--- config.mk ---
export PLATFORM = sky130hd
export DESIGN_NAME = sprite_blit_engine
export DESIGN_NICKNAME = d
export VERILOG_FILES = /design/src/rtl/sprite_pkg.sv /design/src/rtl/sprite_mask_rom.sv /design/src/rtl/sprite_blit_engine.sv
export SDC_FILE = /design/constraint.sdc
export NUM_CORES = 1
export LEC_CHECK = 0
export CAP_MARGIN = 0
export CORE_MARGIN = 1.5
export CORE_UTILIZATION = 35
export CTS_CLUSTER_SIZE = 16
export DETAILED_ROUTE_END_ITERATION = 8
export GPL_ROUTABILITY_DRIVEN = 0
export PLACE_DENSITY = 0.54
export SETUP_SLACK_MARGIN = 0.02
export SYNTH_ARGS = -nofsm -noshare
export SYNTH_HDL_FRONTEND = slang
export SYNTH_SLANG_ARGS = --single-unit
--- constraint.sdc ---
create_clock -name clk -period 3.8 [get_ports clk]
set_input_delay 0.57 -clock clk [delete_from_list [all_inputs] [get_ports clk]]
set_output_delay 0.57 -clock clk [all_outputs]
set_load 0.05 [all_outputs]
--- src/rtl/sprite_pkg.sv ---
// Shared encodings, default geometry and sprite bitmaps for the sprite blit engine.
// Bitmap rows are listed top to bottom; the MSB of each row is column 0 (leftmost pixel).
package sprite_pkg;

    localparam logic [1:0] OP_FLOORS = 2'b00;
    localparam logic [1:0] OP_DRAW   = 2'b01;
    localparam logic [1:0] OP_ERASE  = 2'b10;
    localparam logic [1:0] OP_NOP    = 2'b11;

    typedef enum logic [1:0] {
        IDLE   = 2'd0,
        FLOORS = 2'd1,
        SPRITE = 2'd2
    } state_t;

    localparam int DEF_X_W         = 8;
    localparam int DEF_Y_W         = 7;
    localparam int DEF_COLOR_W     = 3;
    localparam int DEF_SPR_W       = 8;
    localparam int DEF_SPR_H       = 8;
    localparam int DEF_NUM_STYLES  = 4;
    localparam int DEF_SCREEN_W    = 160;
    localparam int DEF_SCREEN_H    = 120;
    localparam int DEF_NUM_FLOORS  = 3;
    localparam int DEF_FLOOR_Y0    = 35;
    localparam int DEF_FLOOR_PITCH = 40;
    localparam int DEF_FLOOR_THICK = 5;
    localparam logic [2:0] DEF_FLOOR_COLOR = 3'b101;

    // Counters are wide enough for any screen raster the engine is built for.
    localparam int CNT_W = 16;

    localparam int BMP_W  = 8;
    localparam int BMP_H  = 8;
    localparam int BMP_XW = $clog2(BMP_W);
    localparam int BMP_YW = $clog2(BMP_H);

    localparam logic [BMP_W-1:0] BMP_NORMAL [BMP_H] = '{
        8'b00111000,
        8'b00111000,
        8'b00010000,
        8'b01111100,
        8'b00010000,
        8'b00101000,
        8'b01000100,
        8'b01000100
    };

    localparam logic [BMP_W-1:0] BMP_CROUCH [BMP_H] = '{
        8'b00000000,
        8'b00000000,
        8'b00111000,
        8'b00111000,
        8'b01111100,
        8'b00010000,
        8'b00101000,
        8'b01101100
    };

endpackage

--- src/rtl/sprite_mask_rom.sv ---
// Combinational sprite mask lookup: (style, row, col) -> opaque bit.
// Spare styles, out-of-range styles and coordinates outside the stored bitmap read as transparent.
module sprite_mask_rom
    import sprite_pkg::*;
#(
    parameter int SPR_W      = DEF_SPR_W,
    parameter int SPR_H      = DEF_SPR_H,
    parameter int NUM_STYLES = DEF_NUM_STYLES,
    parameter int STYLE_W    = $clog2(DEF_NUM_STYLES + 1)
) (
    input  logic [STYLE_W-1:0] style,
    input  logic [CNT_W-1:0]   row,
    input  logic [CNT_W-1:0]   col,
    output logic               mask_o
);

    logic [BMP_W-1:0] line;
    logic             in_range;

    always_comb begin
        line     = '0;
        mask_o   = 1'b0;
        in_range = (int'(style) < NUM_STYLES)
                && (row < CNT_W'(SPR_H)) && (row < CNT_W'(BMP_H))
                && (col < CNT_W'(SPR_W)) && (col < CNT_W'(BMP_W));
        if (in_range) begin
            case (style)
                STYLE_W'(0): line = BMP_NORMAL[row[BMP_YW-1:0]];
                STYLE_W'(1): line = BMP_CROUCH[row[BMP_YW-1:0]];
                default:     line = '0;
            endcase
            mask_o = line[BMP_XW'(BMP_W - 1) - col[BMP_XW-1:0]];
        end
    end

endmodule

--- src/rtl/sprite_blit_engine.sv ---
// Command-driven pixel generator: floor bands or masked sprites, one candidate pixel per clock.
// Optional SPRITE_CLIP_EN suppresses sprite plots falling off the visible screen instead of wrapping.
module sprite_blit_engine
    import sprite_pkg::*;
#(
    parameter int X_W         = DEF_X_W,
    parameter int Y_W         = DEF_Y_W,
    parameter int COLOR_W     = DEF_COLOR_W,
    parameter int SPR_W       = DEF_SPR_W,
    parameter int SPR_H       = DEF_SPR_H,
    parameter int NUM_STYLES  = DEF_NUM_STYLES,
    parameter int SCREEN_W    = DEF_SCREEN_W,
    parameter int SCREEN_H    = DEF_SCREEN_H,
    parameter int NUM_FLOORS  = DEF_NUM_FLOORS,
    parameter int FLOOR_Y0    = DEF_FLOOR_Y0,
    parameter int FLOOR_PITCH = DEF_FLOOR_PITCH,
    parameter int FLOOR_THICK = DEF_FLOOR_THICK,
    parameter logic [COLOR_W-1:0] FLOOR_COLOR = DEF_FLOOR_COLOR,
    // One extra code point so an out-of-range style can actually be requested.
    parameter int STYLE_W     = $clog2(NUM_STYLES + 1)
) (
    input  logic               clk,
    input  logic               reset,
    input  logic               cmd_valid,
    output logic               cmd_ready,
    input  logic [1:0]         cmd_op,
    input  logic [X_W-1:0]     cmd_x,
    input  logic [Y_W-1:0]     cmd_y,
    input  logic [STYLE_W-1:0] cmd_style,
    input  logic [COLOR_W-1:0] cmd_color,
    output logic               plot,
    output logic [X_W-1:0]     x,
    output logic [Y_W-1:0]     y,
    output logic [COLOR_W-1:0] color,
    output logic               busy,
    output logic               done
);

    state_t             state_q, state_d;
    logic [1:0]         op_q, op_d;
    logic [X_W-1:0]     ox_q, ox_d;
    logic [Y_W-1:0]     oy_q, oy_d;
    logic [STYLE_W-1:0] style_q, style_d;
    logic [COLOR_W-1:0] cmd_color_q, cmd_color_d;
    logic [CNT_W-1:0]   cnt_col_q, cnt_col_d;
    logic [CNT_W-1:0]   cnt_row_q, cnt_row_d;
    logic [CNT_W-1:0]   cnt_band_q, cnt_band_d;
    logic               plot_q, plot_d;
    logic [X_W-1:0]     x_q, x_d;
    logic [Y_W-1:0]     y_q, y_d;
    logic [COLOR_W-1:0] color_q, color_d;
    logic               done_q, done_d;

    logic               accept;
    logic               mask_bit;
    logic               in_screen;
    logic               last;
    logic [CNT_W-1:0]   col_last, row_last, band_last;
    logic [CNT_W-1:0]   floor_row;
    logic [X_W-1:0]     spr_x;
    logic [Y_W-1:0]     spr_y;

    sprite_mask_rom #(
        .SPR_W      (SPR_W),
        .SPR_H      (SPR_H),
        .NUM_STYLES (NUM_STYLES),
        .STYLE_W    (STYLE_W)
    ) u_mask (
        .style  (style_q),
        .row    (cnt_row_q),
        .col    (cnt_col_q),
        .mask_o (mask_bit)
    );

    assign cmd_ready = (state_q == IDLE) && !reset;
    assign accept    = cmd_valid && cmd_ready;
    // busy covers the done cycle even though the state register is already back in IDLE.
    assign busy      = (state_q != IDLE) || done_q;
    assign plot      = plot_q;
    assign x         = x_q;
    assign y         = y_q;
    assign color     = color_q;
    assign done      = done_q;

    assign floor_row = CNT_W'(FLOOR_Y0) + cnt_band_q * CNT_W'(FLOOR_PITCH) + cnt_row_q;

`ifdef SPRITE_CLIP_EN
    logic [X_W:0] spr_x_full;
    logic [Y_W:0] spr_y_full;
    assign spr_x_full = {1'b0, ox_q} + (X_W+1)'(cnt_col_q);
    assign spr_y_full = {1'b0, oy_q} + (Y_W+1)'(cnt_row_q);
    assign spr_x      = spr_x_full[X_W-1:0];
    assign spr_y      = spr_y_full[Y_W-1:0];
    assign in_screen  = (spr_x_full < (X_W+1)'(SCREEN_W)) && (spr_y_full < (Y_W+1)'(SCREEN_H));
`else
    assign spr_x      = ox_q + X_W'(cnt_col_q);
    assign spr_y      = oy_q + Y_W'(cnt_row_q);
    assign in_screen  = 1'b1;
`endif

    always_comb begin
        state_d     = state_q;
        op_d        = op_q;
        ox_d        = ox_q;
        oy_d        = oy_q;
        style_d     = style_q;
        cmd_color_d = cmd_color_q;
        cnt_col_d   = cnt_col_q;
        cnt_row_d   = cnt_row_q;
        cnt_band_d  = cnt_band_q;
        plot_d      = 1'b0;
        x_d         = x_q;
        y_d         = y_q;
        color_d     = color_q;
        done_d      = 1'b0;

        col_last  = (state_q == FLOORS) ? CNT_W'(SCREEN_W - 1)    : CNT_W'(SPR_W - 1);
        row_last  = (state_q == FLOORS) ? CNT_W'(FLOOR_THICK - 1) : CNT_W'(SPR_H - 1);
        band_last = (state_q == FLOORS) ? CNT_W'(NUM_FLOORS - 1)  : '0;
        last      = ((cnt_col_q == col_last) && (cnt_row_q == row_last) && (cnt_band_q == band_last))
                 || ((state_q == SPRITE) && (op_q == OP_NOP));

        case (state_q)
            IDLE: begin
                if (accept) begin
                    op_d        = cmd_op;
                    ox_d        = cmd_x;
                    oy_d        = cmd_y;
                    style_d     = cmd_style;
                    cmd_color_d = cmd_color;
                    cnt_col_d   = '0;
                    cnt_row_d   = '0;
                    cnt_band_d  = '0;
                    state_d     = (cmd_op == OP_FLOORS) ? FLOORS : SPRITE;
                end
            end
            FLOORS: begin
                plot_d  = 1'b1;
                x_d     = X_W'(cnt_col_q);
                y_d     = floor_row[Y_W-1:0];
                color_d = FLOOR_COLOR;
            end
            SPRITE: begin
                plot_d  = mask_bit && in_screen && (op_q != OP_NOP);
                x_d     = spr_x;
                y_d     = spr_y;
                color_d = (op_q == OP_DRAW) ? cmd_color_q : '0;
            end
            default: state_d = IDLE;
        endcase

        // Raster walk: column fastest, then row, then band.
        if (state_q == FLOORS || state_q == SPRITE) begin
            if (last) begin
                done_d     = 1'b1;
                state_d    = IDLE;
                cnt_col_d  = '0;
                cnt_row_d  = '0;
                cnt_band_d = '0;
            end else if (cnt_col_q != col_last) begin
                cnt_col_d = cnt_col_q + CNT_W'(1);
            end else begin
                cnt_col_d = '0;
                if (cnt_row_q != row_last) begin
                    cnt_row_d = cnt_row_q + CNT_W'(1);
                end else begin
                    cnt_row_d  = '0;
                    cnt_band_d = cnt_band_q + CNT_W'(1);
                end
            end
        end
    end

    always_ff @(posedge clk) begin
        if (reset) begin
            state_q     <= IDLE;
            op_q        <= '0;
            ox_q        <= '0;
            oy_q        <= '0;
            style_q     <= '0;
            cmd_color_q <= '0;
            cnt_col_q   <= '0;
            cnt_row_q   <= '0;
            cnt_band_q  <= '0;
            plot_q      <= 1'b0;
            x_q         <= '0;
            y_q         <= '0;
            color_q     <= '0;
            done_q      <= 1'b0;
        end else begin
            state_q     <= state_d;
            op_q        <= op_d;
            ox_q        <= ox_d;
            oy_q        <= oy_d;
            style_q     <= style_d;
            cmd_color_q <= cmd_color_d;
            cnt_col_q   <= cnt_col_d;
            cnt_row_q   <= cnt_row_d;
            cnt_band_q  <= cnt_band_d;
            plot_q      <= plot_d;
            x_q         <= x_d;
            y_q         <= y_d;
            color_q     <= color_d;
            done_q      <= done_d;
        end
    end

endmodule

Word level (Yosys, flattened, before mapping)
Memories as Yosys holds them, arrays and structs flattened.
Cells that the tools add are included.
- $add $sub $neg: 8
- multiply operators: 1
- magnitude comparators: 5
- equal/unequal tests: 11
- multiplexer cells: 40
- bitwise logic cells: 2
- reductions and logical operators: 25
- operator list (operator ; count):
    $mux 16 ; 17
    $add 16x1->16 const B ; 3
    $mux 8 ; 6
    $lt 16x4->1 const B ; 2
    $pmux 8 s2 ; 2
    $eq 16x2->1 ; 1
    $eq 16x3->1 ; 1
    $eq 16x8->1 ; 1
    $mul 16x3->4 const B ; 1
    $ne 16x3->1 ; 1
    $ne 16x8->1 ; 1
    $add 7x7->7 ; 2
    $pmux 7 s2 ; 1
    $mux 2 ; 6
    $logic_and 1x1->1 ; 10
    $add 8x8->8 ; 1
    $reduce_bool 2->1 ; 4
    $add 6x7->7 const A ; 1
    $pmux 3 s2 ; 1
    $eq 2x1->1 const B ; 2
    $eq 2x2->1 const B ; 2
    $ge 4x4->1 const B ; 1
    $logic_not 2->1 ; 2
    $lt 3x4->1 const B ; 1
    other kinds (16) ; 22
- flip-flop bits (word level): 93
- bits in read-only memories: 128
- bits of input ports: 26
- output and inout bits: 22
- logic and storage cells: 108
- memories: 2
- memories (memory ; words ; bits a word ; rd ports ; clocked after memory_dff ; write ports ; line ; source):
    (name not given) ; 8 ; 8 ; 1 ; 0 ; 0 ; sprite_mask_rom.sv:28 ; STYLE_W'(0): line = BMP_NORMAL[row[BMP_YW-1:0]];
    (name not given) ; 8 ; 8 ; 1 ; 0 ; 0 ; sprite_mask_rom.sv:29 ; STYLE_W'(1): line = BMP_CROUCH[row[BMP_YW-1:0]];

Depth between registers and ports, before layout
- word-level depth: 11
- mapped depth: 12
- depth with buffers taken out: 10

By module
From an unflattened synthesis, not the netlist that was laid out.
- cell total of the unflattened synthesis: 656
- area, all modules: 5381.4 um^2
- modules (own cells, without submodules) (module ; times used ; cells each ; area each (um^2) ; sequential area each (um^2)):
    sprite_blit_engine ; 1 ; 623 ; 5148.7 ; 1861.8
    sprite_mask_rom ; 1 ; 33 ; 232.7 ; 0.0

Worst setup path before layout
No wires, ideal clock.
- path type: reg2reg
- start point: register cnt_col_q[12]
- end point: register cnt_band_q[4]
- library setup time: 70 ps
- arrival time: 2888 ps
- required time: 3730 ps
- setup slack: 841 ps
- stages on the path, launching flop included: 8
- path buffers: 1
- cells stage by stage: dfxtp_1 > or4_4 > or4_4 > or4b_4 > buf_6 > mux2_4 > or4b_1 > a21oi_1
- longest elaborated chain between the ends: 6
- elaborated cells between the ends (all ways): 8
- RTL lines (item ; line ; source):
    start: declaration ; sprite_blit_engine.sv:45 ; logic [CNT_W-1:0] cnt_col_q, cnt_col_d;
    start signal: assignment ; sprite_blit_engine.sv:197 ; cnt_col_q <= cnt_col_d;
    $eq 16x8->1 ; sprite_blit_engine.sv:120 ; last = ((cnt_col_q == col_last) && (cnt_row_q == row_last) && (cnt_band_q == band_last))
    $logic_and 1x1->1 (2 in a row) ; sprite_blit_engine.sv:120 ;
    $logic_or 1x1->1 ; sprite_blit_engine.sv:121 ; || ((state_q == SPRITE) && (op_q == OP_NOP));
    $mux 16 * ; sprite_blit_engine.sv:154 ; if (last) begin
    $mux 16 * ; sprite_blit_engine.sv:153 ; if (state_q == FLOORS || state_q == SPRITE) begin
    end signal: assignment ; sprite_blit_engine.sv:199 ; cnt_band_q <= cnt_band_d;
    end: declaration ; sprite_blit_engine.sv:47 ; logic [CNT_W-1:0] cnt_band_q, cnt_band_d;
Every way passes the cells marked *; elsewhere a longest branch is shown, timed or not.
A chain may end at the register's enable or synchronous reset.

Final worst setup path
- start point: register cnt_col_q[1]
- end point: register cnt_band_q[4]
Same word-level chain as after synthesis.

==> reports/metrics.cfg <==
[yosys]
yosys.area_share.simple_pct=26.0
synth_edf_count=0
synthFlopType=dfxtp_1
synth.cell_area_um2=5440
ys_seq_area_share_pct=34.2
synth_top_area_share_pct=34.2
synth_top_area_cell=dfxtp_1
syn_inst=696
synth-compound-area-share_pct=21.3
synthTopCellsByArea=dfxtp_1, ha_1, nand2_1
synth_top_family_by_area=simple AND/OR/NAND/NOR gates
synthXorXnorAreaFrac_pct=3.70
synth_seq_cells=93
synthMuxAreaShare_pct=2.32
synthAdderAreaFrac_pct=8.24
synth-async-reset-ratio_pct=0
ys.warnings.count=0
synth_fp_nets=756
syn_avg_cell_area_um2=7.81
synthDistinctLibCells=56

[min_path]
hold_path_class=reg2reg
worstHoldStart=oy_q[2]
min_to=oy_q[2]
holdPathStages=2

[pwr]
static-leakage-power_nw=2.34
p_per_area_nw_per_um2=369
power_mw=2.35
vdd_drop_max_mv=0.278

[sta]
hold_viol=0
setup-violations-final=0
relSlewSlack_pct=36.6
tightest_slew_ps=948
setup_tns_ps=0
clock_skew_ps=6.36
post-route-min-period_ps=3110
max_freq_ghz=0.321
final_max_slew_viol_count=0
period_share_pct=82.0
grt_setup_unrepaired=no

[route]
wl_um=14400
drt_iter0_drc=242
via_per_inst=5.45
ant_nets=0
vias=4994
wl_per_cell_um=15.8
drc=0
first_pass_iters=9

[die]
die_area_um2=16300
initial_core_util_pct=35.8
core_um2=15200
ios=48
fp.dieW_um=128
die_y_um=128
rows=45

[final_layout]
area_delta_synth_final_pct=16.9
finalNonFillerCells=916
num-nets-final=783
diodes=0
drive_gt1_share_pct=4.67

[placement]
dp_hpwl_um=10000
dpl.cell_count=900
port_buffers=47

[worst_setup_path]
path_delay_family=simple AND/OR/NAND/NOR gates
cpMaxStageDelayCell=or4b_4
crit_required_ps=4080
ff2ff_setup_slack_ps=690
path_class=reg2reg
path_max_fanout=10
r2r-start=cnt_col_q[1]
slowest_delay_ps=560
crit_buf_inv=0
start_kind=register
cp_cell_sequence=ha_1, nand2_1, or4_4, or4b_4, mux2_4, or4b_1, a21oi_1
rr_worst_depth=7
r2r_end=cnt_band_q[4]
worstSetupEndpointType=register
crit_arrival_ps=3400

[run]
maxCapViolations=0

[global_routing]
grt_pass1_vias=4854
grt_use_total_pct=18.5
grt_antenna_before_repair=0
overflow=0
grt_pass1_wl_um=23900
grt_max_degree=67

[cts]
cts_buffer_depth=2
ctsHoldBuffers=0
cts_tree=yes
clkTransAtPathRegs_ps=70
postCtsSetupRepairBufs=0
clock_latency_ps=350
cts_num_sinks=93
h-tree-depth=3
root_buffer=clkbuf_16
cts_buffers=9
ctsResizeCount=0

[outcome]
status=complete, no violations

[state kept, by name, indices dropped and copies added, names as in the netlist]
signal       count
cmd_color_q      3
cnt_band_q      16
cnt_col_q       16
cnt_row_q       16
color            3
done             1
op_q             2
ox_q             8
oy_q             7
plot             1
state_q          2
style_q          3
x                8
y                7
[layer usage]
layer,vias up,part of all wire (%),global-route usage (%)
li1,2563,-,-
met3,21,3.8,4.15
met5,-,0,0
met1,2318,47,23.2
met4,0,2.2,7.14
met2,92,47,31.0
[through the flow]
stage,utilization (%),hold WS [ps],cell area [µm²],setup WS [ps]
after floorplan,-,431,5440,841
after global placement,39.8,451,6040,780
after detailed placement,39.8,455,6040,730
after CTS,41.8,466,6360,709
after global routing,41.8,487,6360,539
final,41.8,464,6360,686
[worst max-delay path by stage]
stage | startpoint | to | slack [ps] | cells past startpoint
2_1_floorplan | cnt_col_q[12] | cnt_band_q[4] | 840 | 7
5_1_grt | cnt_col_q[1] | cnt_band_q[4] | 540 | 7
3_3_place_gp | cnt_col_q[1] | cnt_band_q[4] | 780 | 7
4_1_cts | cnt_col_q[1] | cnt_band_q[4] | 710 | 7
6_report | cnt_col_q[1] | cnt_band_q[4] | 690 | 7
3_5_place_dp | cnt_col_q[1] | cnt_band_q[4] | 730 | 7
[layout make-up]
class | instances | area, µm²
flip-flops and latches | 93 | 1860
well taps | 188 | 235
inverters | 20 | 75.1
repair buffers | 55 | 526
multi-input cells | 544 | 3350
clock inverters | 3 | 42.5
fillers | 1527 | 8840
clock buffers | 13 | 270
[cell usage in the layout (no fill, tap or decap), types with 12 or more instances in the layout]
cell / synthesis / layout
nand2_1: 91 / 91
inv_1: 20 / 20
a211oi_1: 21 / 21
o21ai_0: 58 / 58
xnor2_1: 13 / 13
nor2_1: 72 / 72
nand3_1: 20 / 20
nor3_1: 13 / 13
clkdlybuf4s50_1: 0 / 46
and3_1: 12 / 12
dfxtp_1: 93 / 93
ha_1: 31 / 31
a21oi_1: 56 / 56
[logic make-up (layout without fill, tap and decap cells)]
group / after synthesis / after routing
AOI/OAI and AO/OA: 189 / 189
xor gates and xnor gates: 23 / 23
adders and majority gates: 34 / 34
buffers and inverters: 59 / 91
DFF: 93 / 93
muxes: 12 / 12
and+or+nand+nor: 286 / 286
[power by group]
| group | internal [mW] | switching, mW | total, mW |
|---|---|---|---|
| combinational | 0.124 | 0.222 | 0.346 |
| clock | 0.563 | 0.394 | 0.957 |
| sequential | 1.01 | 0.0282 | 1.04 |
[tightest hold or removal path: cells and delay by family (launching register included)]
family	cells	cell delay, ps
flops	1	310
compound gates	1	60
simple gates	1	50
[Yosys cell counts, drive strengths merged (3+ instances only)]
library cell  count
nand4b            3
nor2             72
nand3            20
or2               5
xor2             10
o211ai            3
nand2b            7
clkbuf           33
mux2i            10
nand4             6
and4              5
nor3             13
o31ai             8
nor3b             7
fa                3
and3             12
nor4              8
nand2            91
buf               6
xnor2            13
or4               6
and2              5
ha               31
a21oi            56
a311oi           10
a21o              6
or3               9
a31oi             7
nor2b             9
or4b              3
a41oi             5
o21ai            59
a211oi           21
dfxtp            93
inv              20
No activity file was read; power rests on OpenSTA's default activity.
